===== config.mk =====
export PLATFORM = sky130hd
export DESIGN_NAME = dmux8way16_scatter
export DESIGN_NICKNAME = d
export VERILOG_FILES = /design/src/rtl/dmux8way16_scatter_pkg.sv /design/src/rtl/dmux8way16_scatter_dmux8way.sv /design/src/rtl/dmux8way16_scatter.sv
export SDC_FILE = /design/constraint.sdc
export NUM_CORES = 1
export LEC_CHECK = 0
export ABC_CLOCK_PERIOD_IN_PS = 4870
export BUFFER_PORTS_ARGS = -buffer_cell sky130_fd_sc_hd__buf_2
export CORE_MARGIN = 5
export CORE_UTILIZATION = 50
export CTS_BUF_LIST = sky130_fd_sc_hd__clkbuf_4 sky130_fd_sc_hd__clkbuf_8
export CTS_CLUSTER_DIAMETER = 80
export CTS_CLUSTER_SIZE = 12
export DETAILED_ROUTE_END_ITERATION = 10
export GPL_TIMING_DRIVEN = 0
export HOLD_SLACK_MARGIN = 0.08
export PLACE_DENSITY = 0.79
export SLEW_MARGIN = 0
export SYNTH_ARGS = -nofsm -noshare
export SYNTH_HDL_FRONTEND = slang
export SYNTH_HIERARCHICAL = 1
export SYNTH_SLANG_ARGS = --single-unit
export TNS_END_PERCENT = 5

===== constraint.sdc =====
create_clock -name clk -period 4.87 [get_ports clk]
set_input_delay 0.974 -clock clk [delete_from_list [all_inputs] [get_ports clk]]
set_output_delay 0.974 -clock clk [all_outputs]
set_load 0.01 [all_outputs]

===== src/rtl/dmux8way16_scatter_pkg.sv =====
// dmux8way16_scatter_pkg: shared lane geometry and frame state encoding
package dmux8way16_scatter_pkg;
    localparam int DW = 16;
    localparam int NLANES = 8;
    typedef enum logic {FILL = 1'b0, FULL = 1'b1} state_t;
endpackage


===== src/rtl/dmux8way16_scatter_dmux8way.sv =====
// dmux8way: decodes a 3-bit lane index and transfer strobe into one-hot lane load enables
module dmux8way
    import dmux8way16_scatter_pkg::*;
(
    input  logic              en,
    input  logic [2:0]        sel,
    output logic [NLANES-1:0] load
);
    always_comb load = en ? ({{(NLANES-1){1'b0}}, 1'b1} << sel) : '0;
endmodule


===== src/rtl/dmux8way16_scatter.sv =====
// dmux8way16_scatter: scatters accepted words into eight lane registers and hands full frames to a consumer
module dmux8way16_scatter
    import dmux8way16_scatter_pkg::*;
#(
    parameter int WIDTH = DW,
    parameter int LANES = NLANES
) (
    input  logic             clk,
    input  logic             reset,
    input  logic             in_valid,
    output logic             in_ready,
    input  logic [WIDTH-1:0] in_data,
    input  logic             in_addr_mode,
    input  logic [2:0]       in_sel,
    output logic [WIDTH-1:0] a,
    output logic [WIDTH-1:0] b,
    output logic [WIDTH-1:0] c,
    output logic [WIDTH-1:0] d,
    output logic [WIDTH-1:0] e,
    output logic [WIDTH-1:0] f,
    output logic [WIDTH-1:0] g,
    output logic [WIDTH-1:0] h,
    output logic [LANES-1:0] lane_valid,
    output logic             frame_done,
    input  logic             frame_ack
);
    state_t state_q, state_d;
    logic [2:0] ptr_q, ptr_d, target;
    logic [LANES-1:0] mask_q, mask_d, load;
    logic done_q, done_d, xfer;
    logic [WIDTH-1:0] lane_q [LANES];
    logic [WIDTH-1:0] lane_d [LANES];

    assign in_ready = state_q == FILL;
    assign xfer = in_valid && in_ready;
    assign target = in_addr_mode ? in_sel : ptr_q;

    dmux8way u_dmux (
        .en  (xfer),
        .sel (target),
        .load(load)
    );

    always_comb begin
        state_d = state_q;
        mask_d = mask_q | load;
        ptr_d = (xfer && !in_addr_mode) ? ptr_q + 3'd1 : ptr_q;
        done_d = 1'b0;
        if (state_q == FILL && &mask_d) begin
            state_d = FULL;
            done_d = 1'b1;
        end else if (state_q == FULL && frame_ack) begin
            state_d = FILL;
            mask_d = '0;
            ptr_d = '0;
        end
        for (int i = 0; i < LANES; i++)
            lane_d[i] = load[i] ? in_data : lane_q[i];
    end

    always_ff @(posedge clk) begin
        if (reset) begin
            state_q <= FILL;
            ptr_q <= '0;
            mask_q <= '0;
            done_q <= 1'b0;
            for (int i = 0; i < LANES; i++)
                lane_q[i] <= '0;
        end else begin
            state_q <= state_d;
            ptr_q <= ptr_d;
            mask_q <= mask_d;
            done_q <= done_d;
            for (int i = 0; i < LANES; i++)
                lane_q[i] <= lane_d[i];
        end
    end

    assign a = lane_q[0];
    assign b = lane_q[1];
    assign c = lane_q[2];
    assign d = lane_q[3];
    assign e = lane_q[4];
    assign f = lane_q[5];
    assign g = lane_q[6];
    assign h = lane_q[7];
    assign lane_valid = mask_q;
    assign frame_done = done_q;
endmodule


==> results.toml <==
[synthesis]
yosysUniqueCellTypes = 25
yosysSeqAreaShare_pct = 55.2
ys_ff_latch = 141
yosysWarnings = 6
ys.flop_type = "dfxtp_1"
syn_area_per_cell_um2 = 10.4
synth_area_leaders = "dfxtp_1 55%, mux2i_1 25%, nor2_1 11%"
yosys.area.top_type = "dfxtp_1"
post-synth-top-count-cell = "nor2_1"
netlist_area_mm2 = 0.00511
synthTopCellsByCount = "149 x nor2_1, 141 x dfxtp_1, 129 x mux2i_1, 31 x clkbuf_1, 12 x buf_2"
syn_inst = 490
syn_nets = 515
synth_edf_count = 0
ys_async_sr_fraction_pct = 0
synth_top_area_share_pct = 55.2

[floorplanning]
die_y_um = 111
start_util_pct = 50.5
core-area_mm2 = 0.0101
dieArea_mm2 = 0.0124
io-pin-count = 162
die_w_um = 111
std_cell_rows = 37

[finish]
area_delta_synth_final_pct = 25.4
multi_input_area_mm2 = 0.00208
fillers = 851
drive_gt1_share_pct = 29.9
antenna_cells = 0
stdcell_count = 801
final_nets = 679
ff_latch_area_mm2 = 0.00282

[worst_setup_path]
required_ns = 5.16
cpPeakStageDelay_ns = 0.41
arrival_ns = 2.80
cp-end-kind = "flop"
cpMostUsedCell = "buf_2"
crit_type = "in2reg"
cp_slowest_cell = "mux2_2"
start_kind = "input pin"
critPathMaxFanout = 10
crit_chain = "buf_2 > mux2_2 > nor4b_2 > buf_2 > buf_2 > mux2i_1 > nor2_1"

[place]
port-buffer-count = 145
placedCellCount = 771
gp_congestion = 0.787
hpwl_mm = 10.0

[clocking]
cts_resized = 0
clk_pin_slew_ns = 0.08
cts_tree = "done"
cts_buffers = 17
cts.sinks = 141
clockRootBuffer = "clkbuf_8"
postCtsSetupBuffers = 0
h-tree-depth = 4
cts_buffer_depth = 2
insertion_delay_ns = 0.42
holdBufCountCts = 0

[timing]
hold_viol = 0
tightestPinTransition_ns = 0.593
final-max-slew-violation-count = 0
period_needed_ns = 2.52
slew_headroom_pct = 60.5
whs_ns = 0.483
fmax_mhz = 397
rsz0062_at_grt = "false"
finalSetupTns_ns = 0
setup_viol = 0
skew_ns = 0.0134
period_share_pct = 51.7

[global_route]
grt_pass1_wl_mm = 21.7
grt_use_total_pct = 22.0
grt-ovfl-total = 0
grt_max_degree = 17
antenna_found_initial = 0
first_global_vias = 4144

[run]
drv_cap = 0

[detailed_routing]
drc = 0
wirelength_mm = 13.6
wl_per_cell_um = 17.0
drtAntennaViolNets = 0
viasPerCell = 5.08
dr.pass1.iters = 4
vias = 4067
drt_iter0_markers = 229

[power]
power_mw = 2.34
p_leak_nw = 2.82
vdd_drop_max_mv = 0.209
p_per_area_mw_per_mm2 = 364

[status]
status = "finished, final reports clean"

[hold_path]
hold_path_class = "reg2reg"
## final cells by class
cell class	instances	area share (%)
sequential	141	44.0
multi-input combinational	301	32.4
timing repair buffer	145	11.3
clock buffer	20	4.10
buffer	47	3.28
tap	136	2.65
clock inverter	10	2.20
inverter	1	0.0585
## metal layers
metal	up-vias	track usage [%]	part of all wire (%)
met3	17	7.97	9.1
met2	158	35.9	46
met4	0	6.00	1.3
met5	-	0	0
li1	1944	-	-
met1	1948	27.5	43
## worst paths after layout
path	start	to	slack (ns)	depth (start not counted)
setup reg to reg	state_q$_SDFFE_PP0P_	lane_q[0][6]$_SDFFE_PP0P_	2.78	6
setup / recovery	in_addr_mode	lane_q[0][6]$_SDFFE_PP0P_	2.35	7
hold reg to reg	lane_valid[0]$_SDFF_PP0_	lane_valid[0]$_SDFF_PP0_	0.48	2
hold / removal	lane_valid[0]$_SDFF_PP0_	lane_valid[0]$_SDFF_PP0_	0.48	2
## critical path, delay by kind of cell
kind,cells,cell delay (ns)
buffers and inverters,3,0.83
multiplexers,2,0.64
AND/OR/NAND/NOR,2,0.35
## power by group
part	switching, mW	internal (mW)
clock	0.425	0.527
sequential	0.0161	1.18
combinational	0.114	0.0702
## layout by cell type, fill, tap and decap left out, types with 2 or more instances in the layout
master,n
clkbuf_1,31
clkinvlp_4,2
dfxtp_1,141
clkbuf_4,2
clkinv_4,2
o22ai_1,2
buf_2,157
nor2_1,149
and4bb_1,2
buf_4,3
mux2i_1,129
bufinv_16,3
clkbuf_8,18
xnor2_1,2
clkinv_2,2
and4b_2,2
mux2_2,3
## flip-flops by register name, summed over array words and instances (netlist names)
name and count:
lane_q 128, lane_valid 8, state_q 1, ptr_q 3, frame_done 1
## metrics by stage
step / utilization (%) / setup slack (ns) / cell area [µm²]
2_1_floorplan: - / 2.29 / 5110
3_3_place_gp: 59.3 / 2.00 / 6010
3_5_place_dp: 59.3 / 1.96 / 6010
4_1_cts: 63.3 / 2.38 / 6410
5_1_grt: 63.3 / 2.27 / 6410
6_report: 63.3 / 2.35 / 6410
## kinds of logic (layout without fill, tap and decap cells)
family | after synthesis | after routing | synth area share (%)
xor+xnor | 2 | 2 | 0.343
fa+ha+maj | 1 | 1 | 0.245
simple gates | 162 | 162 | 13.6
flops | 141 | 141 | 55.2
buf+inv | 48 | 223 | 4.18
mux | 132 | 132 | 25.9
compound gates | 4 | 4 | 0.563
(Power assumes the default switching activity.)
